**src/rtl/rr_arb_pkg.sv**
```systemverilog
// rr_arb_pkg: shared FSM state type and one-hot helpers for the round-robin arbiter.
package rr_arb_pkg;
  typedef enum logic {IDLE = 1'b0, BUSY = 1'b1} state_t;
  function automatic logic [31:0] onehot_to_idx(input logic [31:0] v);
    logic [31:0] r;
    r = '0;
    for (int i = 0; i < 32; i++) r |= v[i] ? 32'(i) : 32'd0;
    return r;
  endfunction
  // Rotate left by one within the low n bits so bit n-1 wraps to bit 0.
  function automatic logic [31:0] rotl1(input logic [31:0] v, input int n);
    logic [31:0] m;
    logic [31:0] w;
    m = (n >= 32) ? '1 : ((32'd1 << n) - 32'd1);
    w = v & m;
    return ((w << 1) | (w >> (n - 1))) & m;
  endfunction
endpackage

```
**src/rtl/rr_pick.sv**
```systemverilog
// rr_pick: circular priority picker returning the first req bit at or above ptr.
module rr_pick #(
  parameter int N = 4
) (
  input  logic [N-1:0] req,
  input  logic [N-1:0] ptr,
  output logic [N-1:0] pick
);
  localparam logic [2*N-1:0] ONE = 1;
  logic [2*N-1:0] w_dbl;
  logic [2*N-1:0] w_lo;
  // Upper copy of req catches requesters below ptr after the wrap.
  assign w_dbl = {req, req} & ~({{N{1'b0}}, ptr} - ONE);
  assign w_lo = w_dbl & (~w_dbl + ONE);
  assign pick = w_lo[N-1:0] | w_lo[2*N-1:N];
endmodule

```
**src/rtl/rr_arbiter_ctrl.sv**
```systemverilog
// rr_arbiter_ctrl: round-robin arbiter with ack/drop/timeout release and one-hot rotating pointer.
module rr_arbiter_ctrl
  import rr_arb_pkg::*;
#(
  parameter int N = 4,
  parameter int MAX_HOLD = 8,
  localparam int IDW = $clog2(N)
) (
  input  logic           clk,
  input  logic           rst,
  input  logic [N-1:0]   req,
  input  logic           ack,
  output logic [N-1:0]   grant,
  output logic           grant_valid,
  output logic [IDW-1:0] grant_id,
  output logic           timeout,
  output logic [N-1:0]   ptr
);
  localparam int HW = (MAX_HOLD > 1) ? $clog2(MAX_HOLD) : 1;
  localparam logic [HW-1:0] HOLD_LAST = (MAX_HOLD > 0) ? HW'(MAX_HOLD - 1) : '0;
  state_t r_state, w_state_n;
  logic [N-1:0] r_grant, w_grant_n, r_ptr, w_ptr_n, w_pick;
  logic [IDW-1:0] r_id, w_id_n;
  logic [HW-1:0] r_hold, w_hold_n;
  logic r_valid, w_valid_n, r_timeout, w_timeout_n, w_rel_norm, w_rel_to;
  rr_pick #(.N(N)) u_pick (.req(req), .ptr(r_ptr), .pick(w_pick));
  assign w_rel_norm = ack | ~|(req & r_grant);
  assign w_rel_to = (MAX_HOLD != 0) && (r_hold == HOLD_LAST);
  always_ff @(posedge clk) begin
    if (rst) begin
      r_state <= IDLE;
      r_grant <= '0;
      r_valid <= 1'b0;
      r_id <= '0;
      r_timeout <= 1'b0;
      r_ptr <= N'(1);
      r_hold <= '0;
    end else begin
      r_state <= w_state_n;
      r_grant <= w_grant_n;
      r_valid <= w_valid_n;
      r_id <= w_id_n;
      r_timeout <= w_timeout_n;
      r_ptr <= w_ptr_n;
      r_hold <= w_hold_n;
    end
  end
  always_comb begin
    w_state_n = r_state;
    w_grant_n = r_grant;
    w_valid_n = r_valid;
    w_id_n = r_id;
    w_ptr_n = r_ptr;
    w_hold_n = r_hold;
    w_timeout_n = 1'b0;
    if (r_state == IDLE) begin
      w_state_n = |w_pick ? BUSY : IDLE;
      w_grant_n = w_pick;
      w_valid_n = |w_pick;
      w_id_n = IDW'(onehot_to_idx(32'(w_pick)));
      w_hold_n = '0;
    end else if (w_rel_norm || w_rel_to) begin
      w_state_n = IDLE;
      w_grant_n = '0;
      w_valid_n = 1'b0;
      w_id_n = '0;
      w_ptr_n = N'(rotl1(32'(r_grant), N));
      w_hold_n = '0;
      w_timeout_n = w_rel_to & ~w_rel_norm;
    end else begin
      w_hold_n = (r_hold == HOLD_LAST) ? r_hold : r_hold + HW'(1);
    end
  end
  assign grant = r_grant;
  assign grant_valid = r_valid;
  assign grant_id = r_id;
  assign timeout = r_timeout;
  assign ptr = r_ptr;
endmodule

```
**config.mk**
```make
export PLATFORM = sky130hd
export DESIGN_NAME = rr_arbiter_ctrl
export DESIGN_NICKNAME = d
export VERILOG_FILES = /design/src/rtl/rr_arb_pkg.sv /design/src/rtl/rr_pick.sv /design/src/rtl/rr_arbiter_ctrl.sv
export SDC_FILE = /design/constraint.sdc
export NUM_CORES = 1
export LEC_CHECK = 0
export BUFFER_PORTS_ARGS = -buffer_cell sky130_fd_sc_hd__buf_2
export CORE_MARGIN = 8
export CORE_UTILIZATION = 40
export CTS_BUF_LIST = sky130_fd_sc_hd__clkbuf_4 sky130_fd_sc_hd__clkbuf_8
export DETAILED_ROUTE_END_ITERATION = 8
export PLACE_DENSITY = 0.6
export SYNTH_ARGS = -nofsm -noshare
export SYNTH_HDL_FRONTEND = slang
export SYNTH_SLANG_ARGS = --single-unit
```
**constraint.sdc**
```tcl
create_clock -name clk -period 3.6 [get_ports clk]
set_input_delay 0.18 -clock clk [delete_from_list [all_inputs] [get_ports clk]]
set_output_delay 0.18 -clock clk [all_outputs]
set_load 0.03 [all_outputs]
```
==> run_results.csv, run 1 <==
group,metric,value,unit
drt,drt_iter0_markers,6,
die,floorplan.die.width,59.8,um
setup_path,critPathArrivalTime,2.22,ns
setup_path,worstPathCellList,"inv_1, ha_1, xnor2_1, and2_1, nor4_2, nor2_1, nand4bb_1",
grt,antenna_violations_before_repair,0,
cells_and_area,postLayoutCoreUtil,48.1,%
sta,max_clock_freq,500,MHz
run,max_cap_violations,0,
drt,via_per_inst,5.17,
grt,grt_start_max_net_pins,12,
setup_path,worstSetupStartpointType,"register",
logic_synthesis,post_syn_instances,76,
logic_synthesis,ys.warnings.count,0,
cells_and_area,post_layout_nonfiller_instances,122,
clock_tree,clockRootBuffer,"clkbuf_4",
setup_path,timing.reg2reg.worst_path_depth,7,
placed_design,place.gp.congestion,0.846,
clock_tree,clkLatencyLatePin,0.28,ns
sta,rsz0062_at_grt,"no",
placed_design,hpwlAfterDp,1340,um
logic_synthesis,synth_top_cell_by_area,"dfxtp_1",
die,fp-row-count,16,
logic_synthesis,synth.ff_latch_count,16,
drt,drt.antenna.violating_nets,0,
logic_synthesis,synth_ff_type,"dfxtp_1",
clock_tree,postCtsHoldBufs,0,
logic_synthesis,synth_top_area_share,41.8,%
drt,met2WireLength,879,um
drt,wl_per_cell,14.6,um
logic_synthesis,ys_top_cells_by_area,"dfxtp_1, ha_1, mux2i_1",
setup_path,critPathCaptureType,"register",
grt,grt_pass1_vias,664,
min_path,timing.hold.worst_path_depth,2,
cells_and_area,insertedDiodeCount,0,
sta,period_minus_slack,2.00,ns
clock_tree,cts.repair.resized,0,
power_and_ir_drop,ir_worst_vdd,0.278,mV
sta,finalHoldViolations,0,
clock_tree,clock_tree.htree_level_count,1,
logic_synthesis,syn-num-nets,86,
drt,routedLengthMet1,770,um
clock_tree,clockBufferDepth,2,
drt,wirelength_routed,1780,um
clock_tree,cts.clk_slew.worst_paths,0.09,ns
sta,maxSlewHeadroom,44.7,%
logic_synthesis,synth_most_common_cell,"dfxtp_1",
logic_synthesis,summed_instance_area_of_the_synthesized_netlist,767,sq um
placed_design,io_buffer_count,18,
logic_synthesis,synth_cell_type_count,33,
cells_and_area,nNetsFinal,107,
power_and_ir_drop,power_density,542,nW/um^2
grt,grt_pass1_wl,2900,um
cells_and_area,fraction_of_layout_cells_with_a_size_suffix_above_1,28.4,%
placed_design,placed_cells,119,
drt,route.met3.wl,93,um
drt,drc,0,
die,floorplan.initialDensity,40.8,%
logic_synthesis,synth_common_cells,"dfxtp_1, nor2_1, nand2_1",
drt,detail_route.first_pass.iterations,3,
setup_path,required,3.82,ns
sta,tns,0,ns
setup_path,worst_path_max_delay_cell,"nor4_2",
die,pin_count,19,
sta,timing.final.setup_violations,0,
die,fp.coreArea,1880,sq um
sta,final_min_period_over_clock_period,55.5,%
cells_and_area,nFillCells,215,
sta,report.final.slew_viol_count,0,
clock_tree,cts-buffers-inserted,3,
cells_and_area,flow.area_growth_from_synthesis,17.9,%
logic_synthesis,postSynth.asyncResetShare,0,%
clock_tree,tritoncts,"done",
clock_tree,clock-sinks,16,
drt,detailroute.via_count,631,
logic_synthesis,syn-mean-instance-area,10.1,sq um
logic_synthesis,synth_edf_count,0,
setup_path,crit_path_max_incr_delay,0.58,ns
setup_path,largest_fanout_on_the_critical_path,6,
die,fp.dieH,59.8,um
logic_synthesis,synth_sequential_area_ratio,41.8,%
setup_path,worst-setup-path-type,"reg -> reg",
sta,tightestPinTransition,0.827,ns
sta,fin_skew,0.00130,ns
die,die_ar,3570,sq um
grt,grt_use_total,10.8,%
min_path,worst_hold_path_type,"in -> reg",
run_status,run_status,"completed",
grt,total_gr_overflow,0,
power_and_ir_drop,total_leakage_power,0.447,nW
drt,top_signal_layer_used,"met4",
clock_tree,cts.repair_timing.setup_buffer_count,0,
==> layout by cell type, fill, tap and decap left out, drive strengths merged, types with 3 or more instances in the layout <==
| cell type | count |
|---|---|
| nand2 | 5 |
| nand4bb | 3 |
| clkbuf | 3 |
| inv | 4 |
| and2 | 3 |
| dfxtp | 16 |
| mux2i | 3 |
| a21o | 4 |
| buf | 18 |
| ha | 3 |
| nor2 | 6 |
==> area by class of cell <==
cell class              count  area (sq um)  share of cell area [%]
repair buffers             18          90.1                    9.96
inverters                   4          15.0                    1.66
flip-flops and latches     16           320                    35.4
clock buffers               3          22.5                    2.49
multi-input cells          54           423                    46.7
well taps                  27          33.8                    3.73
==> critical path, delay by kind of cell, from the launching register on <==
kind | cells | cell delay [ns]
DFF | 1 | 0.43
buffers and inverters | 1 | 0.09
xor gates and xnor gates | 1 | 0.13
and+or+nand+nor | 4 | 1.04
adders and majority gates | 1 | 0.24
==> flip-flops by register name, summed over array words and instances, names as in the netlist <==
signal / cells
grant: 4
grant_id: 2
grant_valid: 1
ptr: 4
r_hold: 3
r_state: 1
timeout: 1
==> stage by stage <==
stage / hold WS [ns] / power (mW) / cell area (sq um) / setup slack, ns
2_1_floorplan: 0.370 / 0.355 / 767 / 1.72
3_3_place_gp: 0.410 / 0.400 / 882 / 1.71
3_5_place_dp: 0.415 / 0.401 / 882 / 1.68
4_1_cts: 0.171 / 0.495 / 905 / 1.61
5_1_grt: 0.175 / 0.520 / 905 / 1.49
6_report: 0.175 / 0.490 / 905 / 1.60
==> path summary, 6_finish.rpt <==
kind	end	slack (ns)	from
worst max register to register	r_state	1.60	ptr[0]
worst min register to register	r_hold[0]	0.43	r_hold[0]
worst min-delay path	ptr[3]	0.18	rst
worst max-delay path	r_state	1.60	ptr[0]
==> layer usage <==
| layer | vias up | track usage, % |
|---|---|---|
| li1 | 321 | - |
| met1 | 293 | 10.7 |
| met2 | 12 | 18.9 |
| met3 | 5 | 3.66 |
| met4 | 0 | 6.12 |
| met5 | - | 0 |
==> power by group <==
part,internal [mW],leakage [nW],switching [mW],total [mW]
combinational,0.0697,0.302,0.105,0.174
clock,0.0389,0.0138,0.0548,0.0937
sequential,0.201,0.131,0.0217,0.222
total,0.309,0.447,0.181,0.490
==> cell families after synthesis <==
logic type	after synthesis	synth area share [%]
adder cells (fa/ha/maj)	3	4.89
multiplexers	3	3.92
flip-flops	16	41.8
AO/OA/AOI/OAI	18	19.1
XOR/XNOR	1	1.14
buffers and inverters	6	3.10
AND/OR/NAND/NOR	29	26.1
(Power assumes the default switching activity.)
==> inputs of run 2 (changes only) <==
--- a/config.mk
+++ b/config.mk
@@ -5,12 +5,13 @@
 export SDC_FILE = /design/constraint.sdc
 export NUM_CORES = 1
 export LEC_CHECK = 0
+export ABC_AREA = 1
 export BUFFER_PORTS_ARGS = -buffer_cell sky130_fd_sc_hd__buf_2
 export CORE_MARGIN = 8
 export CORE_UTILIZATION = 40
 export CTS_BUF_LIST = sky130_fd_sc_hd__clkbuf_4 sky130_fd_sc_hd__clkbuf_8
 export DETAILED_ROUTE_END_ITERATION = 8
-export PLACE_DENSITY = 0.6
+export PLACE_DENSITY = 0.62
 export SYNTH_ARGS = -nofsm -noshare
 export SYNTH_HDL_FRONTEND = slang
 export SYNTH_SLANG_ARGS = --single-unit
==> constraint.sdc (replaced) <==
create_clock -name clk -period 1.75 [get_ports clk]
set_input_delay 0.0875 -clock clk [delete_from_list [all_inputs] [get_ports clk]]
set_output_delay 0.0875 -clock clk [all_outputs]
set_load 0.03 [all_outputs]
==> run 2 against run 1 <==
Against the previous run: power rose by 120%; design area up 9.0%; hold slack got worse by 0.12 ns; via count increased by 27%; sequential share of layout area decreased by 2.8 points; critical path depth is 4 higher; die area is 5.9% higher; synthesized cell count increased by 57%; synthesized area is 8.2% higher; sequential power up 100%; final cell count rose by 37%; non-clock buffer count up 1; critical path type unchanged; largest cell class unchanged.
==> run_results.csv, run 2 <==
group,metric,value,unit
run_status,run_status,"completed",
clock_tree,clockRootBuffer,"clkbuf_4",
setup_path,required,1.92,ns
clock_tree,clock_tree.htree_level_count,1,
grt,antenna_violations_before_repair,0,
placed_design,place.gp.congestion,0.805,
run,max_cap_violations,0,
cells_and_area,nFillCells,224,
grt,grt_pass1_wl,3010,um
drt,via_per_inst,4.80,
logic_synthesis,synth.ff_latch_count,16,
sta,report.final.slew_viol_count,0,
sta,timing.final.setup_violations,0,
sta,rsz0062_at_grt,"no",
die,fp.dieH,61.5,um
die,fp-row-count,16,
cells_and_area,multi_input_comb_area,428,sq um
die,floorplan.initialDensity,42.3,%
power_and_ir_drop,power_density,1090,nW/um^2
setup_path,critPathCaptureType,"register",
power_and_ir_drop,ir_worst_vdd,0.691,mV
logic_synthesis,synth_most_common_cell,"nand2_1",
logic_synthesis,synth_cell_type_count,22,
clock_tree,clock-sinks,16,
logic_synthesis,ys_top_cells_by_area,"dfxtp_1, nand2_1, nand3_1",
cells_and_area,fraction_of_layout_cells_with_a_size_suffix_above_1,24.3,%
die,floorplan.die.width,61.5,um
logic_synthesis,postSynth.asyncResetShare,0,%
drt,wl_per_cell,11.3,um
drt,wirelength_routed,1880,um
power_and_ir_drop,total_leakage_power,0.494,nW
sta,period_minus_slack,1.53,ns
drt,detailroute.via_count,801,
logic_synthesis,summed_instance_area_of_the_synthesized_netlist,830,sq um
cells_and_area,flow.area_growth_from_synthesis,18.9,%
cells_and_area,layout.cells.most_common,"nand2_1",
grt,total_gr_overflow,0,
power_and_ir_drop,total_power,1.07,mW
setup_path,largest_fanout_on_the_critical_path,4,
die,pin_count,19,
clock_tree,clkLatencyLatePin,0.29,ns
grt,grt_pass1_vias,739,
setup_path,critPathArrivalTime,1.70,ns
die,fp.coreArea,1960,sq um
logic_synthesis,synth_sequential_area_ratio,38.6,%
placed_design,io_buffer_count,18,
cells_and_area,most-common-layout-cells,"nand2_1, nand3_1, buf_2",
clock_tree,tritoncts,"done",
clock_tree,clockBufferDepth,2,
logic_synthesis,syn-num-nets,129,
logic_synthesis,synth_ff_type,"dfxtp_1",
logic_synthesis,synth_top_area_share,38.6,%
logic_synthesis,post_syn_instances,119,
sta,fin_skew,0.0108,ns
drt,drt.antenna.violating_nets,0,
cells_and_area,nNetsFinal,151,
setup_path,worstSetupStartpointType,"register",
die,die_ar,3790,sq um
logic_synthesis,ys.warnings.count,0,
logic_synthesis,syn-mean-instance-area,6.97,sq um
cells_and_area,insertedDiodeCount,0,
logic_synthesis,synth_common_cells,"nand2_1, nand3_1, dfxtp_1",
min_path,worst_hold_path_type,"in -> reg",
sta,finalHoldViolations,0,
drt,detail_route.first_pass.iterations,4,
clock_tree,cts.repair_timing.setup_buffer_count,0,
drt,drc,0,
sta,tightestPinTransition,0.406,ns
grt,grt_start_max_net_pins,10,
grt,grt_use_total,10.6,%
logic_synthesis,synth_top_cell_by_area,"dfxtp_1",
placed_design,hpwlAfterDp,1530,um
drt,drt_iter0_markers,20,
cells_and_area,ff_latch_area,322,sq um
sta,maxSlewHeadroom,72.9,%
clock_tree,cts-buffers-inserted,3,
clock_tree,cts.clk_slew.worst_paths,0.10,ns
logic_synthesis,synth_edf_count,0,
sta,final_min_period_over_clock_period,87.5,%
setup_path,worst-setup-path-type,"reg -> reg",
sta,tns,0,ns
sta,max_clock_freq,653,MHz
-- run 2: cell count changes after synthesis, moves of 3 or more --
| cell | before | now |
|---|---|---|
| nand2_1 | 5 | 33 |
| nand3_1 | 1 | 18 |
| inv_1 | 4 | 15 |
| a21o_1 | 4 | 0 |
| nor2_1 | 6 | 10 |
| and2_1 | 3 | 0 |
| mux2i_1 | 3 | 0 |
-- run 2: where the power goes --
group	leakage (nW)	internal [mW]	switching, mW	total, mW
Combinational	0.343	0.120	0.265	0.385
Clock	0.0210	0.127	0.116	0.242
Sequential	0.130	0.412	0.0332	0.446
-- run 2: worst paths after layout --
check | slack [ns] | startpoint | end | cells after the start
max | 0.22 | ptr[0] | r_state | 11
min | 0.05 | ack | timeout | 4
max reg2reg | 0.22 | ptr[0] | r_state | 11
min reg2reg | 0.43 | r_hold[0] | r_hold[0] | 1
-- run 2: cells by family after synthesis --
kind of cell / count (synthesis) / share of synthesized area, %
flops: 16 / 38.6
buf+inv: 19 / 9.80
fa+ha+maj: 3 / 4.53
compound gates: 12 / 9.80
simple gates: 69 / 37.3
-- run 2: through the flow --
stage	area (sq um)	hold slack, ns	cells	setup WS, ns	utilization (%)
2_1_floorplan	830	0.251	119	0.0516	-
3_3_place_gp	948	0.354	163	0.217	48.3
3_5_place_dp	948	0.362	163	0.144	48.3
4_1_cts	985	0.0471	167	0.120	50.2
5_1_grt	986	0.0513	167	0.0443	50.3
6_report	986	0.0503	167	0.218	50.3
-- run 2: final cells by class --
| class | count | area share [%] |
|---|---|---|
| clock buffer | 4 | 3.68 |
| sequential | 16 | 32.6 |
| tap | 27 | 3.43 |
| inverter | 17 | 6.98 |
| timing repair buffer | 19 | 9.90 |
| multi-input combinational | 84 | 43.4 |
-- run 2: metal layers --
layer	track usage [%]	vias up	wire, um	share of wire (%)
li1	-	422	-	-
met1	11.7	358	880	47
met2	16.8	19	816	43
met3	6.47	2	172	9.1
met4	2.27	0	13	0.69
met5	0	-	0	0
-- run 2: repair_timing --
action,4_1_cts,5_1_grt
gates resized for setup,0,2
setup endpoints to repair,0,2
hold buffers,0,0
-- run 2: critical path, cell delays in order, from the launching register on --
cell	delay, ns
dfxtp_2	0.36
inv_1	0.07
ha_1	0.30
nand2_1	0.05
nand2_1	0.08
inv_1	0.04
nand2_1	0.06
inv_1	0.06
nand3_1	0.07
nand2_1	0.07
o21ai_1	0.17
nand3_1	0.08
==> inputs of run 3 (changes only) <==
--- a/config.mk
+++ b/config.mk
@@ -6,12 +6,12 @@
 export NUM_CORES = 1
 export LEC_CHECK = 0
 export ABC_AREA = 1
-export BUFFER_PORTS_ARGS = -buffer_cell sky130_fd_sc_hd__buf_2
 export CORE_MARGIN = 8
 export CORE_UTILIZATION = 40
 export CTS_BUF_LIST = sky130_fd_sc_hd__clkbuf_4 sky130_fd_sc_hd__clkbuf_8
 export DETAILED_ROUTE_END_ITERATION = 8
-export PLACE_DENSITY = 0.62
+export DONT_BUFFER_PORTS = 1
+export PLACE_DENSITY = 0.53
 export SYNTH_ARGS = -nofsm -noshare
 export SYNTH_HDL_FRONTEND = slang
 export SYNTH_SLANG_ARGS = --single-unit
==> run 3 against run 2 <==
Against the previous run: sequential share of layout area up 0.50 points; design area decreased by 1.9%; final cell count is 5.4% lower; via count down 4.4%; power shrank 1.0%; largest power group unchanged; die area did not move; combinational power shrank 15%; critical path type unchanged; clock-buffer cell count did not move; largest cell class unchanged; register-to-register slack improved by 0.03 ns; fmax is 2.2% higher; clock power grew 3%.
==> run_results.csv, run 3 (same netlist as run 2, synthesis figures left out) <==
group,metric,value,unit
setup_path,critPathArrivalTime,1.68,ns
sta,max_clock_freq,667,MHz
die,floorplan.initialDensity,42.3,%
grt,antenna_violations_before_repair,0,
setup_path,timing.rr.end,"r_state",
setup_path,cp_num_buf_inv,1,
clock_tree,cts-buffers-inserted,3,
sta,maxSlewHeadroom,71.1,%
grt,grt_pass1_wl,3400,um
placed_design,placed_cells,152,
cells_and_area,fraction_of_layout_cells_with_a_size_suffix_above_1,16.8,%
grt,grt_start_max_net_pins,10,
sta,fin_skew,0.00443,ns
drt,wl_per_cell,12.7,um
grt,grt_use_total,12.0,%
setup_path,required,1.93,ns
setup_path,worstPathCellList,"buf_4, nor2_1, nand2_1, nand2_1, nand3_1, nand2_1, nand2_1, nand2_1, nand2_1, nand2_1, nand3_1",
setup_path,cpMostUsedCell,"nand2_1",
die,floorplan.die.width,61.5,um
power_and_ir_drop,p_int,0.648,mW
min_path,worst_hold_path_type,"in -> reg",
setup_path,cp-endpoint,"r_state",
cells_and_area,flow.area_growth_from_synthesis,16.6,%
clock_tree,cts.clk_slew.worst_paths,0.10,ns
power_and_ir_drop,power_switching_share,39.0,%
sta,timing.final.setup_violations,0,
setup_path,largest_fanout_on_the_critical_path,4,
drt,drt.antenna.violating_nets,0,
drt,drc,0,
die,pin_count,19,
grt,total_gr_overflow,0,
power_and_ir_drop,switchingPower,0.414,mW
min_path,worst_hold_startpoint,"rst",
run,max_cap_violations,0,
drt,detail_route.first_pass.iterations,4,
clock_tree,clock-sinks,16,
setup_path,worstSetupStartpointType,"register",
sta,final_min_period_over_clock_period,85.6,%
cells_and_area,layout.cells.most_common,"nand2_1",
setup_path,timing.reg2reg.worst_path_depth,11,
setup_path,worst-setup-path-type,"reg -> reg",
cells_and_area,most-common-layout-cells,"nand2_1, nand3_1, dfxtp_1",
placed_design,hpwlAfterDp,1600,um
placed_design,place.gp.congestion,0.843,
power_and_ir_drop,power_frac_clock,23.5,%
sta,fin_worst_hold_slack,0.0691,ns
clock_tree,tritoncts,"done",
die,fp-row-count,16,
sta,tightestPinTransition,0.431,ns
drt,detailroute.via_count,766,
drt,drt_iter0_markers,22,
setup_path,crit-reg2reg-launch,"ptr[1]",
sta,tns,0,ns
setup_path,crit_path_max_incr_delay,0.32,ns
power_and_ir_drop,total_leakage_power,0.454,nW
clock_tree,clockBufferDepth,2,
setup_path,critPathCaptureType,"register",
power_and_ir_drop,p_comb_share,30.8,%
cells_and_area,postLayoutCoreUtil,49.3,%
power_and_ir_drop,total_power,1.06,mW
sta,period_minus_slack,1.50,ns
power_and_ir_drop,power_density,1100,nW/um^2
setup_path,regToRegSetupSlack,0.25,ns
setup_path,worst_setup_path_startpoint,"ptr[1]",
sta,report.final.slew_viol_count,0,
cells_and_area,post_layout_nonfiller_instances,158,
clock_tree,clockRootBuffer,"clkbuf_4",
run_status,run_status,"completed",
power_and_ir_drop,seq_power_share,45.8,%
sta,finalHoldViolations,0,
die,die_ar,3790,sq um
setup_path,worst_path_max_delay_cell,"dfxtp_1",
die,fp.dieH,61.5,um
cells_and_area,nNetsFinal,142,
power_and_ir_drop,ir_worst_vdd,0.467,mV
sta,rsz0062_at_grt,"no",
drt,wirelength_routed,2000,um
clock_tree,clkLatencyLatePin,0.29,ns
clock_tree,clock_tree.htree_level_count,1,
setup_path,timing.critical_path.max_delay_family,"simple AND/OR/NAND/NOR gates",
setup_path,worstSetupPathDepth,11,
die,fp.coreArea,1960,sq um
cells_and_area,insertedDiodeCount,0,
placed_design,io_buffer_count,0,
drt,via_per_inst,4.85,
grt,grt_pass1_vias,794,
## run 3: how the worst min path moves through the flow
stage	endpoint	cells past startpoint
2_1_floorplan	timeout	3
3_3_place_gp	ptr[2]	1
3_5_place_dp	ptr[1]	1
4_1_cts	grant[0]	3
5_1_grt	grant[0]	3
6_report	grant[0]	3
## run 3: what timing repair did
| action | in CTS | in global routing |
|---|---|---|
| gates resized for setup | 0 | 1 |
| buffers inserted | 0 | 0 |
| endpoints found under the setup margin | 0 | 2 |
| hold buffers | 2 | 0 |
| endpoints found under the hold margin | 7 | 0 |
## run 3: worst reg2reg max path, cell delays in order (launching register included)
cell and delay (ns):
dfxtp_1 0.32, buf_4 0.17, nor2_1 0.15, nand2_1 0.06, nand2_1 0.06, nand3_1 0.13
nand2_1 0.10, nand2_1 0.05, nand2_1 0.10, nand2_1 0.06, nand2_1 0.11, nand3_1 0.09
## run 3: cell type report
type,instances,area (sq um)
inverters,17,68.8
well taps,27,33.8
flip-flops and latches,16,320
repair buffers,10,80.1
clock buffers,4,36.3
fillers,226,995
multi-input cells,84,428
## run 3: power groups by stage
| stage | logic (mW) | clock network (mW) | registers, mW |
|---|---|---|---|
| 3_5_place_dp | 0.321 | 0 | 0.495 |
| 3_3_place_gp | 0.319 | 0 | 0.494 |
| 4_1_cts | 0.328 | 0.252 | 0.487 |
| 2_1_floorplan | 0.215 | 0 | 0.520 |
| 5_1_grt | 0.373 | 0.265 | 0.496 |
| 6_report | 0.327 | 0.249 | 0.486 |
## run 3: metrics by stage
stage	area, sq um	setup slack (ns)
after CTS	967	0.193
final	967	0.252
after global routing	967	0.0529
after detailed placement	911	0.213
after floorplan	830	0.0516
after global placement	911	0.259
## run 3: per-layer routing
metal | share of wire (%) | global-route usage, %
met1 | 45 | 13.2
met2 | 45 | 20.1
met3 | 7.2 | 3.34
met4 | 3.1 | 7.14
met5 | 0 | 0
